## src/rtl/r5p_mdu.sv

```systemverilog
// r5p_mdu: iterative RV32M multiply/divide unit, one radix-2 step per cycle
module r5p_mdu #(
  parameter int XW = 32
) (
  input  logic          clk,
  input  logic          rst,
  input  logic          req_vld,
  output logic          req_rdy,
  input  logic [2:0]    req_op,
  input  logic [XW-1:0] rs1,
  input  logic [XW-1:0] rs2,
  input  logic          abort,
  output logic          rsp_vld,
  input  logic          rsp_rdy,
  output logic [XW-1:0] rd
);
  localparam int CW = $clog2(XW);
  typedef enum logic [1:0] {IDLE, BUSY, DONE} state_t;
  state_t          state_q;
  logic [2:0]      op_q;
  logic [XW-1:0]   b_q, lo_q, res_q;
  logic [XW:0]     hi_q;
  logic [CW-1:0]   cnt_q;
  logic            neg_q;
  logic            is_div, s1_sg, s2_sg, n1, n2, dz, ov;
  logic [XW-1:0]   m1, m2, spec_res;
  logic [XW:0]     mul_s, div_r, div_t, hi_d;
  logic [XW-1:0]   lo_d, div_sel, div_fin;
  logic [2*XW-1:0] prod, prod_fin;
  logic [XW-1:0]   fin;
  assign req_rdy = (state_q == IDLE);
  assign rsp_vld = (state_q == DONE);
  assign rd      = res_q;
  // request decode: operand magnitudes, result sign and the single-cycle special cases
  always_comb begin
    is_div   = req_op[2];
    s1_sg    = is_div ? !req_op[0] : (req_op[1:0] == 2'd1 || req_op[1:0] == 2'd2);
    s2_sg    = is_div ? !req_op[0] : (req_op[1:0] == 2'd1);
    n1       = s1_sg & rs1[XW-1];
    n2       = s2_sg & rs2[XW-1];
    m1       = n1 ? -rs1 : rs1;
    m2       = n2 ? -rs2 : rs2;
    dz       = is_div && (rs2 == '0);
    ov       = is_div && !req_op[0] && (rs1 == {1'b1, {(XW-1){1'b0}}}) && (rs2 == '1);
    spec_res = dz ? (req_op[1] ? rs1 : '1) : (req_op[1] ? '0 : rs1);
  end
  // one datapath step (shift-add or restoring shift-subtract) plus final sign fix and result select
  always_comb begin
    mul_s    = {1'b0, hi_q[XW-1:0]} + (lo_q[0] ? {1'b0, b_q} : '0);
    div_r    = {hi_q[XW-1:0], lo_q[XW-1]};
    div_t    = div_r - {1'b0, b_q};
    hi_d     = op_q[2] ? (div_t[XW] ? div_r : div_t) : {1'b0, mul_s[XW:1]};
    lo_d     = op_q[2] ? {lo_q[XW-2:0], ~div_t[XW]} : {mul_s[0], lo_q[XW-1:1]};
    prod     = {hi_d[XW-1:0], lo_d};
    prod_fin = neg_q ? -prod : prod;
    div_sel  = op_q[1] ? hi_d[XW-1:0] : lo_d;
    div_fin  = neg_q ? -div_sel : div_sel;
    fin      = op_q[2] ? div_fin : (op_q[1:0] == 2'd0 ? prod_fin[XW-1:0] : prod_fin[2*XW-1:XW]);
  end
  // control FSM and datapath registers; abort overrides everything
  always_ff @(posedge clk or negedge rst) begin
    if (!rst) begin
      state_q <= IDLE;
      op_q    <= '0;
      b_q     <= '0;
      lo_q    <= '0;
      hi_q    <= '0;
      cnt_q   <= '0;
      neg_q   <= 1'b0;
      res_q   <= '0;
    end else if (abort) begin
      state_q <= IDLE;
      res_q   <= '0;
    end else begin
      case (state_q)
        IDLE: if (req_vld) begin
          op_q    <= req_op;
          b_q     <= m2;
          lo_q    <= m1;
          hi_q    <= '0;
          cnt_q   <= CW'(XW-1);
          neg_q   <= (is_div && req_op[1]) ? n1 : (n1 ^ n2);
          res_q   <= spec_res;
          state_q <= (dz || ov) ? DONE : BUSY;
        end
        BUSY: begin
          hi_q  <= hi_d;
          lo_q  <= lo_d;
          cnt_q <= cnt_q - 1'b1;
          if (cnt_q == '0) begin
            res_q   <= fin;
            state_q <= DONE;
          end
        end
        DONE: if (rsp_rdy) begin
          state_q <= IDLE;
          res_q   <= '0;
        end
        default: state_q <= IDLE;
      endcase
    end
  end
endmodule

```

## config.mk

```make
export PLATFORM = sky130hd
export DESIGN_NAME = r5p_mdu
export DESIGN_NICKNAME = d
export VERILOG_FILES = /design/src/rtl/r5p_mdu.sv
export SDC_FILE = /design/constraint.sdc
export NUM_CORES = 1
export LEC_CHECK = 0
export ABC_CLOCK_PERIOD_IN_PS = 9000
export CORE_ASPECT_RATIO = 1.25
export CORE_MARGIN = 3
export CORE_UTILIZATION = 30
export DETAILED_ROUTE_END_ITERATION = 10
export SKIP_LAST_GASP = 1
export SLEW_MARGIN = 0
export SYNTH_ARGS = -nofsm -noshare
export SYNTH_HDL_FRONTEND = slang
export SYNTH_SLANG_ARGS = --single-unit
```

## constraint.sdc

```tcl
create_clock -name clk -period 9 [get_ports clk]
set_clock_uncertainty 0.05 [all_clocks]
set_input_delay 0.9 -clock clk [delete_from_list [all_inputs] [get_ports clk]]
set_output_delay 0.9 -clock clk [all_outputs]
set_load 0.01 [all_outputs]
```

**After elaboration in Yosys (flattened, before gate mapping)**

Index checks and enable logic that the tools add are counted.

- Bitwise operators: 5
- Equality and inequality tests: 10
- Mux-type cells: 34
- Reduce and logical (&&, ||, !) cells: 18
- Add/subtract/negate cells: 7

Operators with widths:

| kind | count |
|---|---|
| two-way mux 32 bit | 19 |
| case mux 32 bit (2 select lines) | 2 |
| negator 32 bit | 3 |
| case mux 32 bit (3 select lines) | 1 |
| == test 32 bit (second input constant) | 2 |
| two-way mux 64 bit | 1 |
| negator 64 bit | 1 |
| adder 32 x 32 -> 33 bit | 1 |
| subtractor 33 x 32 -> 33 bit | 1 |
| logical NOT 32 bit | 1 |
| two-way mux 2 bit | 5 |
| case mux 5 bit (2 select lines) | 1 |
| AND reduction 3 bit | 3 |
| inequality test 3 x 2 -> 1 bit (second input constant) | 2 |
| case mux 2 bit (3 select lines) | 1 |
| logical AND 1 bit | 5 |
| logical NOT 5 bit | 1 |
| two-way mux 5 bit | 1 |
| subtractor 5 x 1 -> 5 bit (second input constant) | 1 |
| == test 2 x 1 -> 1 bit (second input constant) | 2 |
| == test 2 bit (second input constant) | 2 |
| logical NOT 2 bit | 2 |
| AND reduction 4 bit | 1 |
| nonzero test 4 bit | 1 |
| 9 further kinds | 14 |

- Input port bits: 72
- Logic and storage cells: 82
- Bits in registers: 139

**Longest topological paths before layout**

- Depth after elaboration: 10
- Depth in mapped cells: 24
- Gate-level depth less buffers: 23

**Least setup slack after synthesis**

Ideal clock, no wire load.

- Path kind: reg-to-reg
- Start: register lo_q[31]
- End: register res_q[28] (netlist: rd[28])
- Period minus slack after synthesis: 5.791 ns
- Setup slack: 3.209 ns
- Library setup time: 0.132 ns
- Arrival time: 5.609 ns
- Stages on the path, launching flop included: 25
- Path through: dfrtp_1 -> inv_1 -> ha_1 -> fa_1 -> nor2b_4 -> o31a_1 -> o21ai_2 -> o31ai_4 -> a31oi_4 -> xnor2_2 -> clkbuf_1 -> nor2_1 -> nor2_1 -> ha_1 -> nand3_1 -> nor2_1 -> nand4_1 -> or3_1 -> or2_2 -> nor3_1 -> nand3_1 -> nor3b_1 -> mux2_2 -> o21ai_0 -> o211ai_2

- Word-level cells in the longest chain between the ends: 10
- Elaborated cells on any way between the ends: 15
- Those cells by class: add/sub: 3; mux: 11; bitwise: 1

RTL lines:

| what | RTL line | text |
|---|---|---|
| start: declaration | 21 | `logic [XW-1:0] b_q, lo_q, res_q;` |
| start signal: assignment | 79 | `lo_q <= m1;` |
| start signal: assignment | 88 | `lo_q <= lo_d;` |
| subtractor 33 x 32 -> 33 bit | 51 | `div_t = div_r - {1'b0, b_q};` |
| two-way mux 32 bit or inverter 1 bit (tied branches) | 52, 53 |  |
| two-way mux 32 bit (on tied branches) | 52, 53 |  |
| negator 64 bit or two-way mux 32 bit (tied branches) | 55, 56 |  |
| two-way mux 64 bit or negator 32 bit (tied branches) | 55, 57 |  |
| two-way mux 32 bit (on tied branches) | 58, 57 |  |
| two-way mux 32 bit (*) | 58 | `fin = op_q[2] ? div_fin : (op_q[1:0] == 2'd0 ? prod_fin[XW-1:0] : prod_fin[2*XW-1:XW]);` |
| two-way mux 32 bit (*) | 90 | `if (cnt_q == '0) begin` |
| case mux 32 bit (3 select lines) (*) | 75 | `case (state_q)` |
| two-way mux 32 bit (*) | 71 | `end else if (abort) begin` |
| end signal: assignment | 83 | `res_q <= spec_res;` |
| end signal: assignment | 91 | `res_q <= fin;` |
| end: declaration | 21 |  |

Every way passes the cells marked *; elsewhere a longest branch is shown, timed or not. The select of a mux whose other input is x is not followed.
A chain may end at the register's enable or synchronous reset.

**Final worst setup path**

Ends and elaborated chain as after synthesis.

==> reports/results.txt <==
Sink Count: 139
Maximum VDD drop: 276 µV
Fin util: 0.350
Leakage dissipation: 7.51 nW
Buf/Inv on CP: 2
Initial core utilization: 0.306
Gpl congestion: 1.02
Worst EP arrival: 7.31 ns
Delay-heaviest family, CP: simple AND/OR/NAND/NOR gates
DR vias: 17376
Critical path launch point type: flip-flop
Crit-path cells: inv_1, ha_1, fa_1, nor2b_4, o31a_1, o21ai_2, o31ai_4, a31oi_4, xnor2_2, nor2_1, buf_4, nor2_1, ha_1, nand3_1, nor2_1, nand4_1, or3_1, or2_2, nor3_1, nand3_1, nor3b_1, mux2_2, o21ai_0, o211ai_2
Kind of critical path: flip-flop to flip-flop
Yosys reg bits: 139
Die Width: 215 µm
Area of the core: 53300 µm²
First-pass GRT wire length: 104000 µm
Routed Antenna Nets: 0
Syn Area/Cell: 7.25 µm²
WP data required: 9.29 ns
Synth Area in Compound Gates: 0.296
Largest net degree at the start of global routing: 126
Resize count post-CTS: 0
Most frequent cells after synthesis: nand2_1 (285), a21oi_1 (230), o21ai_0 (228), nor2_1 (210), dfrtp_1 (139)
Max-cap violations: 0
Worst hold slack: 0.376 ns
CTS tree: done
# fillers: 5700
Worst slew pin tran: 1.02 ns
Multi-input gate area: 12100 µm²
H-tree Lvls: 4
Ports: 106
Placed cells: 2979
EDFF count, synth: 0
Layout cells sized above 1: 0.0589
Total CTS buffers: 17
Clock latency at the later pin of the worst-skew pair: 0.47 ns
Post-detail-place hpwl: 53000 µm
Slowest cell on the critical path: nor3_1
CP Capture Type: flip-flop
Most used cell, CP: nor2_1
Power Density: 458 nW/µm²
Adder-cell share of the synthesized area: 0.0605
Top cell type's share of synthesized area: 0.213
Register Area: 3480 µm²
Min-Delay Path Class: input pin to asynchronous set/reset pin
Max Slew Vio Count: 0
Crit Path Max Fanout: 13
Post-synth ARST share: 1.00
# setup viols final: 0
XOR/XNOR Fraction of Synth Area: 0.102
DRC Markers: 0
Drt via density: 5.77
Slew headroom: 0.313
Drt initial violations: 1593
Part of the cycle the worst path needs: 0.780
WL per Instance: 22.7 µm
Top post-synthesis cells by area: dfrtp_1 (21%), a21oi_1 (7.1%), o21ai_0 (7.0%)
Vias in the first global route: 16835
Finished Layout Cells: 3011
Unrepaired setup endpoints after global routing: no
All-layer global routing usage: 0.233
Area Overhead vs Synth: 14.2%
Hold Vio Cnt, Final: 0
Sequential element share of the synthesized area: 0.213
Setup bufs post-CTS: 0
GRT Residual Overflow: 0
Setup TNS: 0 ns
Clock Pin Slew Worst Setup and Hold Paths: 0.07 ns
Die Y: 267 µm
Fin nets: 2427
Outcome: complete, no violations
# rows: 94
Hold_buf cts: 0
Die Area: 57300 µm²
TritonRoute pass-1 iters: 5
Syn_nets: 2402
Min cycle time layout: 7.02 ns
Ant diodes: 0
Count leader, synth: nand2_1
Clock root cell: clkbuf_16
Synthesized area: 16300 µm²
Max clock buf depth: 2
Synth Area in Simple Gates: 0.226
Fmax: 0.143 GHz
Final WL: 68300 µm
Initial antenna violation count: 0
Synthesis Warnings: 0
Critical Path Max Stage Delay: 0.59 ns
Synth unique cells: 97
Tot Pwr: 0.00853 W
Mux cell area share after synthesis: 0.0509
IO buf count: 105
Cell taking the most area after synthesis: dfrtp_1
Top_reg_cell synth: dfrtp_1
Syn Inst Count: 2253
Largest family of logic cells by synthesized area: compound AO/OA/AOI/OAI gates
[layer usage]
metal  GRT usage  routed length (µm)
met1       0.305               29700
met2       0.384               31400
met3      0.0323                4170
met4       0.101                3010
met5           0                   0
[stage by stage]
step	setup slack (ns)	area (µm²)
5_1_grt	1.46	18600
3_5_place_dp	2.13	18000
6_report	1.98	18600
3_3_place_gp	2.27	18000
2_1_floorplan	3.21	16300
4_1_cts	2.09	18600
[worst paths after layout]
path	end	slack [ns]	depth (start not counted)	startpoint
max	rd[28]	1.98	24	lo_q[31]
min reg2reg	rd[5]	0.44	2	rd[5]
max reg2reg	rd[28]	1.98	24	lo_q[31]
min in group clk	rd[5]	0.44	2	rd[5]
max in group asynchronous	rd[26]	7.13	2	rst
min	lo_q[7]	0.38	1	rst
[registers in the layout (all words and copies together) (netlist names)]
signal and flops:
cnt_q 5, rd 32, neg_q 1, state_q 2
hi_q 32, op_q 3, lo_q 32, b_q 32
[cells in the final DEF (no fill, tap or decap), types with 11 or more instances in the layout]
master             n
nand2_1          285
a21oi_1          230
o21ai_0          228
nor2_1           207
dfrtp_1          137
clkdlybuf4s50_1  104
xnor2_1           95
xor2_1            92
inv_1             77
ha_1              75
mux2i_1           55
nor3_1            52
and2_1            46
o31ai_1           39
nand3_1           35
buf_4             31
o211ai_1          29
nand4_1           28
a31oi_1           28
or3_1             26
a21o_1            23
nand2b_1          22
a211oi_1          21
mux2_2            19
clkbuf_16         17
a22o_1            16
o21a_1            15
or4_1             14
nor4_1            13
a221oi_1          11
o41ai_1           11
[layout make-up]
class	instances	area share
multi-input cells	1903	0.646
flip-flops and latches	139	0.187
repair buffers	137	0.0700
well taps	720	0.0483
clock buffers	21	0.0247
inverters	80	0.0161
clock inverters	11	0.00758
[where the power goes]
group / switching [W] / total [W] / internal (W)
Combinational: 0.00428 / 0.00652 / 0.00224
Sequential: 0.000371 / 0.00125 / 0.000875
Clock: 0.000310 / 0.000760 / 0.000450
[cells by family (layout without fill, tap and decap cells)]
family                   after synthesis  after routing
AO/OA/AOI/OAI                        767            767
XOR/XNOR                             189            189
adder cells (fa/ha/maj)               78             78
buffers and inverters                211            249
flip-flops                           139            139
multiplexers                          78             78
AND/OR/NAND/NOR                      791            791
Power figures use the tool's default switching activity.
